===== src/rtl/spi_seq.sv =====
// spi_seq: sequences N-byte SPI transfers through the spi_ctrl engine, moving bytes
// between valid/ready TX/RX streams and the engine's 16-bit control/data word.
module spi_seq #(
    parameter int         LEN_W    = 10,
    parameter logic [7:0] FILL     = 8'hFF,
    parameter int         WAIT_MAX = 3
) (
    input  logic             clk,
    input  logic             rst_n,
    input  logic             cmd_valid,
    output logic             cmd_ready,
    input  logic [LEN_W-1:0] cmd_len,
    input  logic [3:0]       cmd_div,
    input  logic [1:0]       cmd_mode,
    input  logic             cmd_keep_cs,
    input  logic             abort,
    input  logic             tx_valid,
    output logic             tx_ready,
    input  logic [7:0]       tx_data,
    output logic             rx_valid,
    input  logic             rx_ready,
    output logic [7:0]       rx_data,
    output logic             busy,
    output logic             done,
    output logic             err,
    output logic [15:0]      spi_datain,
    output logic             spi_wrh_n,
    input  logic [15:0]      spi_dataout
);
    localparam int WW = $clog2(WAIT_MAX + 1);

    typedef enum logic [2:0] {IDLE, CSUP, LOAD, STRB, WRISE, WFALL, CAP, FIN} state_t;

    state_t           state;
    logic [LEN_W-1:0] cnt;
    logic [3:0]       div;
    logic [1:0]       mode;
    logic             keep, cs_q, abort_pend;
    logic [7:0]       tx_byte;
    logic [WW-1:0]    wait_cnt;
    logic             rx_only, tx_only, eng_busy, load_go, in_flight;
    logic             unused_dataout;

    assign rx_only        = mode == 2'b10;
    assign tx_only        = mode == 2'b01;
    assign eng_busy       = spi_dataout[7];
    assign in_flight      = state == STRB || state == WRISE || state == WFALL || state == CAP;
    assign load_go        = (rx_only || tx_valid) && (!rx_valid || rx_ready || tx_only);
    assign spi_datain     = {tx_byte, 2'b00, cs_q, cs_q, div};
    assign unused_dataout = ^spi_dataout[6:0];

    always_ff @(posedge clk or negedge rst_n) begin
        if (!rst_n) begin
            state      <= IDLE;
            cnt        <= '0;
            div        <= '0;
            mode       <= '0;
            keep       <= 1'b0;
            cs_q       <= 1'b0;
            abort_pend <= 1'b0;
            tx_byte    <= '0;
            wait_cnt   <= '0;
            cmd_ready  <= 1'b1;
            busy       <= 1'b0;
            tx_ready   <= 1'b0;
            rx_valid   <= 1'b0;
            rx_data    <= '0;
            done       <= 1'b0;
            err        <= 1'b0;
            spi_wrh_n  <= 1'b1;
        end else begin
            tx_ready  <= 1'b0;
            done      <= 1'b0;
            spi_wrh_n <= 1'b1;
            if (rx_valid && rx_ready) rx_valid <= 1'b0;
            // once a byte is handed to the engine it must complete; abort only takes effect at CAP
            if (abort && in_flight) begin
                abort_pend <= 1'b1;
                err        <= 1'b1;
            end
            case (state)
                IDLE: if (cmd_valid) begin
                    cnt        <= cmd_len;
                    div        <= cmd_div;
                    mode       <= cmd_mode;
                    keep       <= cmd_keep_cs;
                    err        <= 1'b0;
                    abort_pend <= 1'b0;
                    cs_q       <= 1'b1;
                    cmd_ready  <= 1'b0;
                    busy       <= 1'b1;
                    state      <= CSUP;
                end
                CSUP: begin
                    err   <= err | abort;
                    state <= abort ? FIN : LOAD;
                end
                LOAD: if (abort) begin
                    err   <= 1'b1;
                    state <= FIN;
                end else if (load_go) begin
                    tx_byte   <= rx_only ? FILL : tx_data;
                    tx_ready  <= !rx_only;
                    spi_wrh_n <= 1'b0;
                    state     <= STRB;
                end
                STRB: begin
                    wait_cnt <= '0;
                    state    <= WRISE;
                end
                WRISE: if (eng_busy) begin
                    state <= WFALL;
                end else if (wait_cnt == WW'(WAIT_MAX - 1)) begin
                    err   <= 1'b1;
                    state <= FIN;
                end else begin
                    wait_cnt <= wait_cnt + 1'b1;
                end
                WFALL: if (!eng_busy) state <= CAP;
                CAP: begin
                    if (!tx_only) begin
                        rx_data  <= spi_dataout[15:8];
                        rx_valid <= 1'b1;
                    end
                    if (cnt == '0 || abort_pend || abort) begin
                        state <= FIN;
                    end else begin
                        cnt   <= cnt - 1'b1;
                        state <= LOAD;
                    end
                end
                FIN: begin
                    cs_q       <= keep & ~err;
                    abort_pend <= 1'b0;
                    done       <= 1'b1;
                    busy       <= 1'b0;
                    cmd_ready  <= 1'b1;
                    state      <= IDLE;
                end
                default: state <= IDLE;
            endcase
        end
    end
endmodule


===== config.mk =====
export PLATFORM = sky130hd
export DESIGN_NAME = spi_seq
export DESIGN_NICKNAME = d
export VERILOG_FILES = /design/src/rtl/spi_seq.sv
export SDC_FILE = /design/constraint.sdc
export NUM_CORES = 1
export LEC_CHECK = 0
export ABC_AREA = 1
export ABC_CLOCK_PERIOD_IN_PS = 2900
export BUFFER_PORTS_ARGS = -buffer_cell sky130_fd_sc_hd__buf_2
export CAP_MARGIN = 20
export CORE_MARGIN = 8
export CORE_UTILIZATION = 54
export DETAILED_ROUTE_END_ITERATION = 10
export PLACE_DENSITY = 0.86
export SLEW_MARGIN = 25
export SYNTH_ARGS = -nofsm -noshare
export SYNTH_HDL_FRONTEND = slang
export SYNTH_SLANG_ARGS = --single-unit

===== constraint.sdc =====
create_clock -name clk -period 2.9 [get_ports clk]
set_input_delay 0.145 -clock clk [delete_from_list [all_inputs] [get_ports clk]]
set_output_delay 0.145 -clock clk [all_outputs]
set_load 0.02 [all_outputs]

==> flow_summary_export.csv, run 1 <==
group,metric,value,unit
cells_and_area,final_common_cell,"nand2_1",
clock_tree,clock-root-buffer,"clkbuf_8",
critical_path,crit_type,"flip-flop to flip-flop",
synthesis,synth_seq_cells,47,
die,num_rows,24,
global_route,grt_pass1_vias,2244,
outcome,outcome,"finished clean",
global_route,antenna_found_initial,0,
routing,vias,2150,
synthesis,synth.distinct_cells,29,
clock_tree,post_cts_buffers,0,
cells_and_area,fin_cells,428,
clock_tree,clkTransAtPathRegs,90,ps
critical_path,crit_fanout,13,
routing,viasPerCell,5.023,
run,maxCapViolations,0,
synthesis,avgSynthCellArea,7.920,um2
die,coreArea,4354,um2
clock_tree,cts-resized-gates,0,
routing,wire_per_inst,13.18,um
cells_and_area,n_antenna_cell,0,
cells_and_area,finalInstanceArea,2914,um2
routing,routed_wl,5642,um
clock_tree,htreeDepth,2,
sta,max_freq,533.2,MHz
die,die_h,83.00,um
die,ios,78,
die,fp.dieArea,6888,um2
sta,period_share,0.6468,
global_route,grt_use_met1,0.1819,
routing,ant_nets,0,
synthesis,synth_area_leader_cell,"dfrtp_1",
placement,place_area,2769,um2
clock_tree,numClockSinks,47,
clock_tree,clk_latency,300,ps
clock_tree,cts_inserted_buffers,5,
sta,slew_violations,0,
synthesis,syn_area,2424,um2
synthesis,synthCells,306,
routing,drt_iter0_drc,123,
pwr,power_density,1145,nW/um2
pwr,p_leak,1.652,nW
cells_and_area,nets,424,
placement,place_inst,419,
sta,finClkSkew,7.925,ps
sta,slew_headroom,0.6085,
critical_path,cp-end-kind,"flip-flop",
synthesis,ys_seq_area_frac,0.4863,
placement,gp_congestion,0.8676,
sta,worst_pin_slew,587.2,ps
placement,hpwl,4317,um
cells_and_area,area_growth,20.24,%
sta,finalCriticalPeriod,1876,ps
global_route,met2_usage,0.2935,
sta,rsz0062_at_grt,"false",
pwr,ir_drop,0.5851,mV
cells_and_area,fillCellCount,350,
critical_path,startpoint_type,"flip-flop",
critical_path,crit_arrival,2060,ps
cells_and_area,drive_above_1_share,0.2766,
global_route,met3_usage,0.07617,
global_route,grt-busiest-layer,"met2",
clock_tree,cts_tree,"built",
die,die_x,83.00,um
cells_and_area,post-route-util,0.6693,
synthesis,synth_top_area_share,0.4646,
critical_path,crit_required,3080,ps
placement,port_buffers,68,
global_route,grt_overflow_total,0,
synthesis,yosys-top-cells-area,"dfrtp_1, nand2_1, inv_1",
min_path,holdCritPathClass,"input pin to flip-flop",
global_route,grt_pass1_wl,9998,um
routing,drcViolationCount,0,
sta,hold_violations,0,
global_route,track_usage,0.1707,
die,initial_core_util,0.5566,
sta,finalSetupViolations,0,
global_route,grt_max_degree,48,
sta,fin_setup_tns,0,ps
clock_tree,clk_path_buf_depth,2,
synthesis,ys_warn_count,0,
cells_and_area,final_cell_mix,"nand2_1, buf_2, dfrtp_1",
routing,first_pass_iters,4,
power breakdown:
| part | internal, mW | total [mW] | switching (mW) |
|---|---|---|---|
| clock | 0.345 | 0.566 | 0.221 |
| combinational | 0.538 | 1.59 | 1.05 |
| sequential | 0.963 | 1.19 | 0.224 |
| total | 1.85 | 3.34 | 1.49 |
cell usage after synthesis:
library cell / number
nand2_1: 118
dfrtp_1: 45
inv_1: 27
nor2_1: 27
nand3_1: 18
mux2_1: 8
o21ai_2: 8
inv_2: 7
o21ai_1: 7
o21ai_0: 6
buf_4: 5
nand2_2: 4
a21oi_1: 3
nand4_1: 3
buf_6: 2
dfstp_2: 2
ha_1: 2
nand2_4: 2
nand3_2: 2
a21oi_4: 1
a31oi_1: 1
clkbuf_1: 1
clkinv_1: 1
conb_1: 1
nor2_2: 1
nor2_4: 1
nor3_1: 1
o2111ai_1: 1
or2_2: 1
layer usage:
metal	vias to the layer above	part of all wire	wire (um)
met5	-	0	0
met4	0	0.010	59
met3	6	0.088	497
met2	71	0.48	2705
met1	990	0.42	2379
li1	1083	-	-
critical path, cell delays in order (launching register included):
cell	delay (ps)
dfrtp_1	570
nand3_2	310
inv_2	300
nand2_2	210
mux2_1	370
stage by stage:
step	hold slack, ps	power (mW)	worst slack (ps)
after global placement	339.0	2.704	1086
after floorplan	-150.6	2.363	1510
after global routing	33.40	3.636	867.3
final	38.70	3.338	1024
after CTS	36.45	3.360	1009
after detailed placement	349.7	2.785	1028
path summary, 6_finish.rpt:
check | startpoint | end | slack (ps) | cells past startpoint
setup / recovery | state[2] | rx_data[4] | 1020 | 4
max in group asynchronous | rst_n | cnt[2] | 2110 | 2
min in group asynchronous | rst_n | wait_cnt[0] | 390 | 2
hold / removal | cmd_div[0] | div[0] | 40 | 3
setup reg to reg | state[2] | rx_data[4] | 1020 | 4
hold reg to reg | cmd_ready | cmd_ready | 470 | 2
registers in the layout, summed over array words and instances (netlist names):
signal	flops
keep	1
rx_valid	1
err	1
mode	2
done	1
cmd_ready	1
rx_data	8
cs_q	1
wait_cnt	2
abort_pend	1
cnt	10
div	4
tx_ready	1
spi_wrh_n	1
busy	1
state	3
tx_byte	8
layout make-up:
cell class | instances | area [um2] | area share
Sequential cell | 47 | 1179 | 0.4045
Multi-Input combinational cell | 217 | 1054 | 0.3615
Timing Repair Buffer | 69 | 352.8 | 0.1211
Inverter | 35 | 131.4 | 0.04508
Clock buffer | 6 | 72.57 | 0.02490
Tap cell | 52 | 65.06 | 0.02233
Clock inverter | 2 | 60.06 | 0.02061
repair_timing:
item,4_1_cts,5_1_grt
endpoints found under the hold margin,0,45
endpoints found under the setup margin,0,0
hold buffers,0,1
cell families (layout without fill, tap and decap cells):
family                     count (synthesis)  after routing  share of synthesized area
adders and majority gates                  2              2                    0.01032
buffers and inverters                     43            112                    0.08054
and+or+nand+nor                          178            178                     0.3092
AOI/OAI and AO/OA                         27             27                    0.07486
other                                      1              2                   0.001547
muxes                                      8              8                    0.03717
DFF                                       47             47                     0.4863
No activity file was read; power rests on OpenSTA's default activity.
==> run 2: changes to the inputs <==
--- a/config.mk
+++ b/config.mk
@@ -6,13 +6,13 @@
 export NUM_CORES = 1
 export LEC_CHECK = 0
 export ABC_AREA = 1
-export ABC_CLOCK_PERIOD_IN_PS = 2900
+export ABC_CLOCK_PERIOD_IN_PS = 1700
 export BUFFER_PORTS_ARGS = -buffer_cell sky130_fd_sc_hd__buf_2
 export CAP_MARGIN = 20
 export CORE_MARGIN = 8
-export CORE_UTILIZATION = 54
+export CORE_UTILIZATION = 46
 export DETAILED_ROUTE_END_ITERATION = 10
-export PLACE_DENSITY = 0.86
+export PLACE_DENSITY = 0.78
 export SLEW_MARGIN = 25
 export SYNTH_ARGS = -nofsm -noshare
 export SYNTH_HDL_FRONTEND = slang
==> constraint.sdc (replaced) <==
create_clock -name clk -period 1.7 [get_ports clk]
set_input_delay 0.085 -clock clk [delete_from_list [all_inputs] [get_ports clk]]
set_output_delay 0.085 -clock clk [all_outputs]
set_load 0.02 [all_outputs]
==> run 2 against run 1 <==
Effect of this change:
- design area up 6.2%
- hold slack worse by 18 ps
- clock power up 42%
- highest routed layer unchanged
- combinational power up 79%
- count of clock-buffer cells in the layout down 1
- critical path depth up 6
- global-route usage down 1.1 points
- core utilization down 6.3 points
==> flow_summary_export.csv, run 2 (same netlist as run 1, synthesis figures left out) <==
group,metric,value,unit
sta,holdWs,20.45,ps
global_route,grt_pass1_vias,2298,
sta,finalCriticalPeriod,1594,ps
cells_and_area,nets,441,
clock_tree,clk_path_buf_depth,2,
critical_path,reg2reg_setup_slack,110,ps
clock_tree,clk_latency,300,ps
cells_and_area,area_growth,27.72,%
cells_and_area,fin_cells,462,
die,coreArea,5107,um2
clock_tree,cts_tree,"built",
run,maxCapViolations,0,
clock_tree,clkTransAtPathRegs,90,ps
placement,dp_slack,74.02,ps
placement,gp_congestion,0.8395,
sta,setup_slack,106.2,ps
cells_and_area,fillCellCount,445,
placement,port_buffers,68,
die,die_x,88.59,um
cells_and_area,reg_top3,"cnt (10), rx_data (8), tx_byte (8)",
clock_tree,numClockSinks,47,
clock_tree,post_cts_buffers,0,
die,initial_core_util,0.4745,
routing,drt_iter0_drc,110,
pwr,ir_drop,1.036,mV
routing,first_pass_iters,5,
sta,max_freq,627.4,MHz
placement,hpwl,4197,um
sta,finClkSkew,10.28,ps
global_route,met2_usage,0.2654,
cells_and_area,final_cell_mix,"nand2_1, buf_2, dfrtp_1",
global_route,grt-busiest-layer,"met2",
routing,routed_wl,5885,um
sta,period_share,0.9375,
critical_path,crit_type,"flip-flop to flip-flop",
global_route,track_usage,0.1599,
routing,viasPerCell,4.786,
die,die_h,88.59,um
routing,wire_per_inst,12.74,um
routing,vias,2211,
pwr,p_leak,1.717,nW
global_route,grt_pass1_wl,9908,um
clock_tree,clock-root-buffer,"clkbuf_8",
sta,slew_violations,0,
routing,ant_nets,0,
critical_path,cp-end-kind,"flip-flop",
clock_tree,cts_inserted_buffers,5,
die,num_rows,26,
min_path,holdCritPathClass,"input pin to flip-flop",
clock_tree,htreeDepth,2,
cells_and_area,drive_above_1_share,0.2781,
cells_and_area,n_antenna_cell,0,
global_route,grt_use_met1,0.1755,
critical_path,crit_required,1940,ps
die,fp.dieArea,7847,um2
die,ios,78,
cells_and_area,largest_reg_flops,10,
pwr,power_density,1818,nW/um2
cells_and_area,final_common_cell,"nand2_1",
cells_and_area,finalInstanceArea,3095,um2
sta,finalSetupViolations,0,
global_route,met3_usage,0.08078,
global_route,grt_overflow_total,0,
critical_path,crit_fanout,10,
routing,drcViolationCount,0,
sta,hold_violations,0,
global_route,antenna_found_initial,0,
outcome,outcome,"finished clean",
placement,place_inst,441,
cells_and_area,top_register,"cnt",
critical_path,crit_arrival,1840,ps
placement,place_area,2834,um2
critical_path,startpoint_type,"flip-flop",
global_route,grt_max_degree,30,
## run 2: final timing paths
path,from,endpoint,cells past startpoint
worst max-delay path,cnt[0],cnt[8],10
worst min-delay path,spi_dataout[10],rx_data[2],2
worst max register to register,cnt[0],cnt[8],10
worst min register to register,cmd_ready,cmd_ready,2
max in group asynchronous,rst_n,spi_wrh_n,3
min in group asynchronous,rst_n,err,2
## run 2: critical path, stage by stage (launching register included)
cell and delay, ps:
dfrtp_1 410, inv_1 80, ha_1 160, nand2_1 100
nor2_2 160, nand3_1 120, nand2_2 100, nand2_1 120
nand2_4 150, nand2_1 70, nand2_1 70
## run 2: layout make-up
cell class	count	area, um2	share of cell area
sequential	47	1179	0.3808
tap	70	87.58	0.02829
timing repair buffer	86	523.0	0.1690
clock inverter	2	37.54	0.01213
multi-input combinational	217	1069	0.3452
inverter	35	131.4	0.04244
clock buffer	5	68.82	0.02223
## run 2: where the power goes
part,internal (mW),switching [mW],total (mW)
sequential,1.64,0.346,1.99
clock,0.430,0.371,0.801
combinational,0.992,1.85,2.84
## run 2: per-stage QoR
| stage | TNS (ps) | power (mW) | util |
|---|---|---|---|
| finish | 0 | 5.628 | 0.6061 |
| detailed placement | 0 | 4.780 | 0.5549 |
| global placement | 0 | 4.689 | 0.5549 |
| floorplan | 0 | 4.031 | - |
| global route | -116.7 | 6.138 | 0.6061 |
| CTS | 0 | 5.633 | 0.6012 |
## run 2: timing repair
action | in CTS | in global routing
hold buffers | 13 | 1
setup endpoints to repair | 0 | 13
gates resized for setup | 0 | 3
endpoints found under the hold margin | 29 | 1
## run 2: per-layer routing
layer | part of all wire | wire length (um)
met4 | 0.0046 | 27
met3 | 0.099 | 585
met1 | 0.41 | 2408
met5 | 0 | 0
met2 | 0.49 | 2864
==> run 3: changes to the inputs <==
--- a/config.mk
+++ b/config.mk
@@ -10,9 +10,10 @@
 export BUFFER_PORTS_ARGS = -buffer_cell sky130_fd_sc_hd__buf_2
 export CAP_MARGIN = 20
 export CORE_MARGIN = 8
-export CORE_UTILIZATION = 46
+export CORE_UTILIZATION = 47
+export CTS_BUF_LIST = sky130_fd_sc_hd__clkbuf_4
 export DETAILED_ROUTE_END_ITERATION = 10
-export PLACE_DENSITY = 0.78
+export PLACE_DENSITY = 0.8
 export SLEW_MARGIN = 25
 export SYNTH_ARGS = -nofsm -noshare
 export SYNTH_HDL_FRONTEND = slang
==> run 3 against run 2 <==
Effect of this change:
- sequential power hardly changed
- power decreased by 3.4%
- clock skew is 8.7 ps higher
- count of clock-buffer cells in the layout up 1
- flip-flop and latch count did not move
- final cell count is 4.1% higher
- global-route usage grew 1.2 points
- largest power group unchanged
==> flow_summary_export.csv, run 3 (same netlist as run 1, synthesis figures left out) <==
group,metric,value,unit
cells_and_area,nets,459,
clock_tree,htreeDepth,2,
global_route,grt_pass1_wl,10490,um
routing,wire_per_inst,13.14,um
global_route,antenna_found_initial,0,
sta,fin_setup_tns,0,ps
sta,slew_violations,0,
critical_path,crit_type,"flip-flop to flip-flop",
placement,port_buffers,68,
pwr,p_leak,1.771,nW
routing,drt_iter0_drc,106,
die,ios,78,
critical_path,reg2reg_setup_slack,140,ps
die,coreArea,5042,um2
clock_tree,cts_inserted_buffers,5,
routing,drcViolationCount,0,
cells_and_area,drive_above_1_share,0.2725,
min_path,holdCritPathClass,"input pin to flip-flop",
run,maxCapViolations,0,
critical_path,reg2reg_depth,9,
global_route,grt_max_degree,34,
min_path,holdPathStages,5,
cells_and_area,largest_reg_flops,10,
cells_and_area,reg_top3,"cnt (10), rx_data (8), tx_byte (8)",
clock_tree,clkTransAtPathRegs,120,ps
global_route,track_usage,0.1722,
sta,finClkSkew,18.97,ps
placement,hpwl,4196,um
sta,finalCriticalPeriod,1564,ps
sta,finalSetupViolations,0,
cells_and_area,final_cell_mix,"nand2_1, buf_2, dfrtp_1",
routing,viasPerCell,4.798,
outcome,outcome,"finished clean",
die,num_rows,26,
die,die_x,87.81,um
clock_tree,clock-root-buffer,"clkbuf_4",
sta,max_freq,639.5,MHz
routing,first_pass_iters,4,
pwr,power_density,1689,nW/um2
clock_tree,clk_path_buf_depth,2,
cells_and_area,post-route-util,0.6382,
clock_tree,clk_latency,380,ps
min_path,worst_hold_path.endpoint,"cnt[9]",
placement,gp_congestion,0.8072,
critical_path,crit_required,2010,ps
cells_and_area,n_antenna_cell,0,
cells_and_area,fillCellCount,406,
sta,hold_violations,0,
critical_path,r2r_end,"cnt[9]",
clock_tree,numClockSinks,47,
cells_and_area,top_register,"cnt",
global_route,grt_overflow_total,0,
die,die_h,87.81,um
routing,ant_nets,0,
clock_tree,post_cts_buffers,0,
routing,vias,2308,
sta,period_share,0.9198,
critical_path,cp-end-kind,"flip-flop",
cells_and_area,area_growth,32.78,%
die,fp.dieArea,7711,um2
critical_path,crit_fanout,10,
critical_path,startpoint_type,"flip-flop",
global_route,grt_pass1_vias,2369,
routing,routed_wl,6321,um
critical_path,crit-reg2reg-launch,"state[1]",
clock_tree,cts_tree,"built",
placement,dp_slack,98.95,ps
cells_and_area,final_common_cell,"nand2_1",
pwr,ir_drop,1.032,mV
sta,setup_slack,136.3,ps
critical_path,crit_arrival,1870,ps
die,initial_core_util,0.4806,
min_path,holdCritStartpoint,"cmd_len[9]",
run 3: cell count changes in the layout (fill, tap and decap cells not counted), sizes merged:
cell | before | now
bufinv | 1 | 0
clkinv | 1 | 2
clkbuf | 5 | 6
nand2 | 124 | 125
dlygate4sd3 | 14 | 31
run 3: worst max path at each step:
stage          startpoint     end  slack [ps]  cells after the start
4_1_cts            cnt[1]  cnt[9]          50                     10
3_5_place_dp       cnt[0]  cnt[4]         100                     10
3_3_place_gp       cnt[0]  cnt[1]         160                     10
2_1_floorplan      cnt[0]  cnt[0]         310                     10
6_report         state[1]  cnt[9]         140                      9
5_1_grt            cnt[0]  cnt[5]          -3                      9
run 3: metrics by stage:
stage	hold WS [ps]	cell area [um2]	std cells	power (mW)
final	18.24	3218	481	5.435
after global routing	18.93	3218	481	5.920
after CTS	6.238	3202	480	5.398
after detailed placement	13.26	2834	441	4.781
after global placement	10.90	2834	441	4.664
after floorplan	-210.6	2427	307	4.031
run 3: layout make-up:
cell class                      count  area [um2]  share of cell area
Timing Repair Buffer              103       693.2              0.2154
Tap cell                           70       87.58             0.02722
Clock buffer                        6       45.04             0.01400
Sequential cell                    47        1179              0.3663
Inverter                           35       131.4             0.04082
Clock inverter                      2       12.51            0.003888
Multi-Input combinational cell    218        1070              0.3324
run 3: what timing repair did:
action,CTS,global route
endpoints found under the hold margin,75,0
setup endpoints to repair,0,10
gates resized for setup,0,3
hold buffers,31,0
run 3: metal layers:
metal  global-route usage  part of all wire
met1               0.1894              0.41
met2               0.2934              0.50
met3              0.06098             0.071
met4              0.07188             0.019
met5                    0                 0
run 3: critical path: stages, from the launching register on:
cell,delay [ps]
dfrtp_1,480
inv_2,120
nand2_4,80
nor2_4,100
nand2_4,110
nand2_2,140
inv_2,60
a21oi_4,270
nand2_1,90
nand2_1,60
run 3: power breakdown:
| group | internal (mW) | leakage (nW) | switching [mW] |
|---|---|---|---|
| sequential | 1.64 | 0.572 | 0.382 |
| clock | 0.176 | 0.0317 | 0.364 |
| combinational | 1.01 | 1.17 | 1.86 |
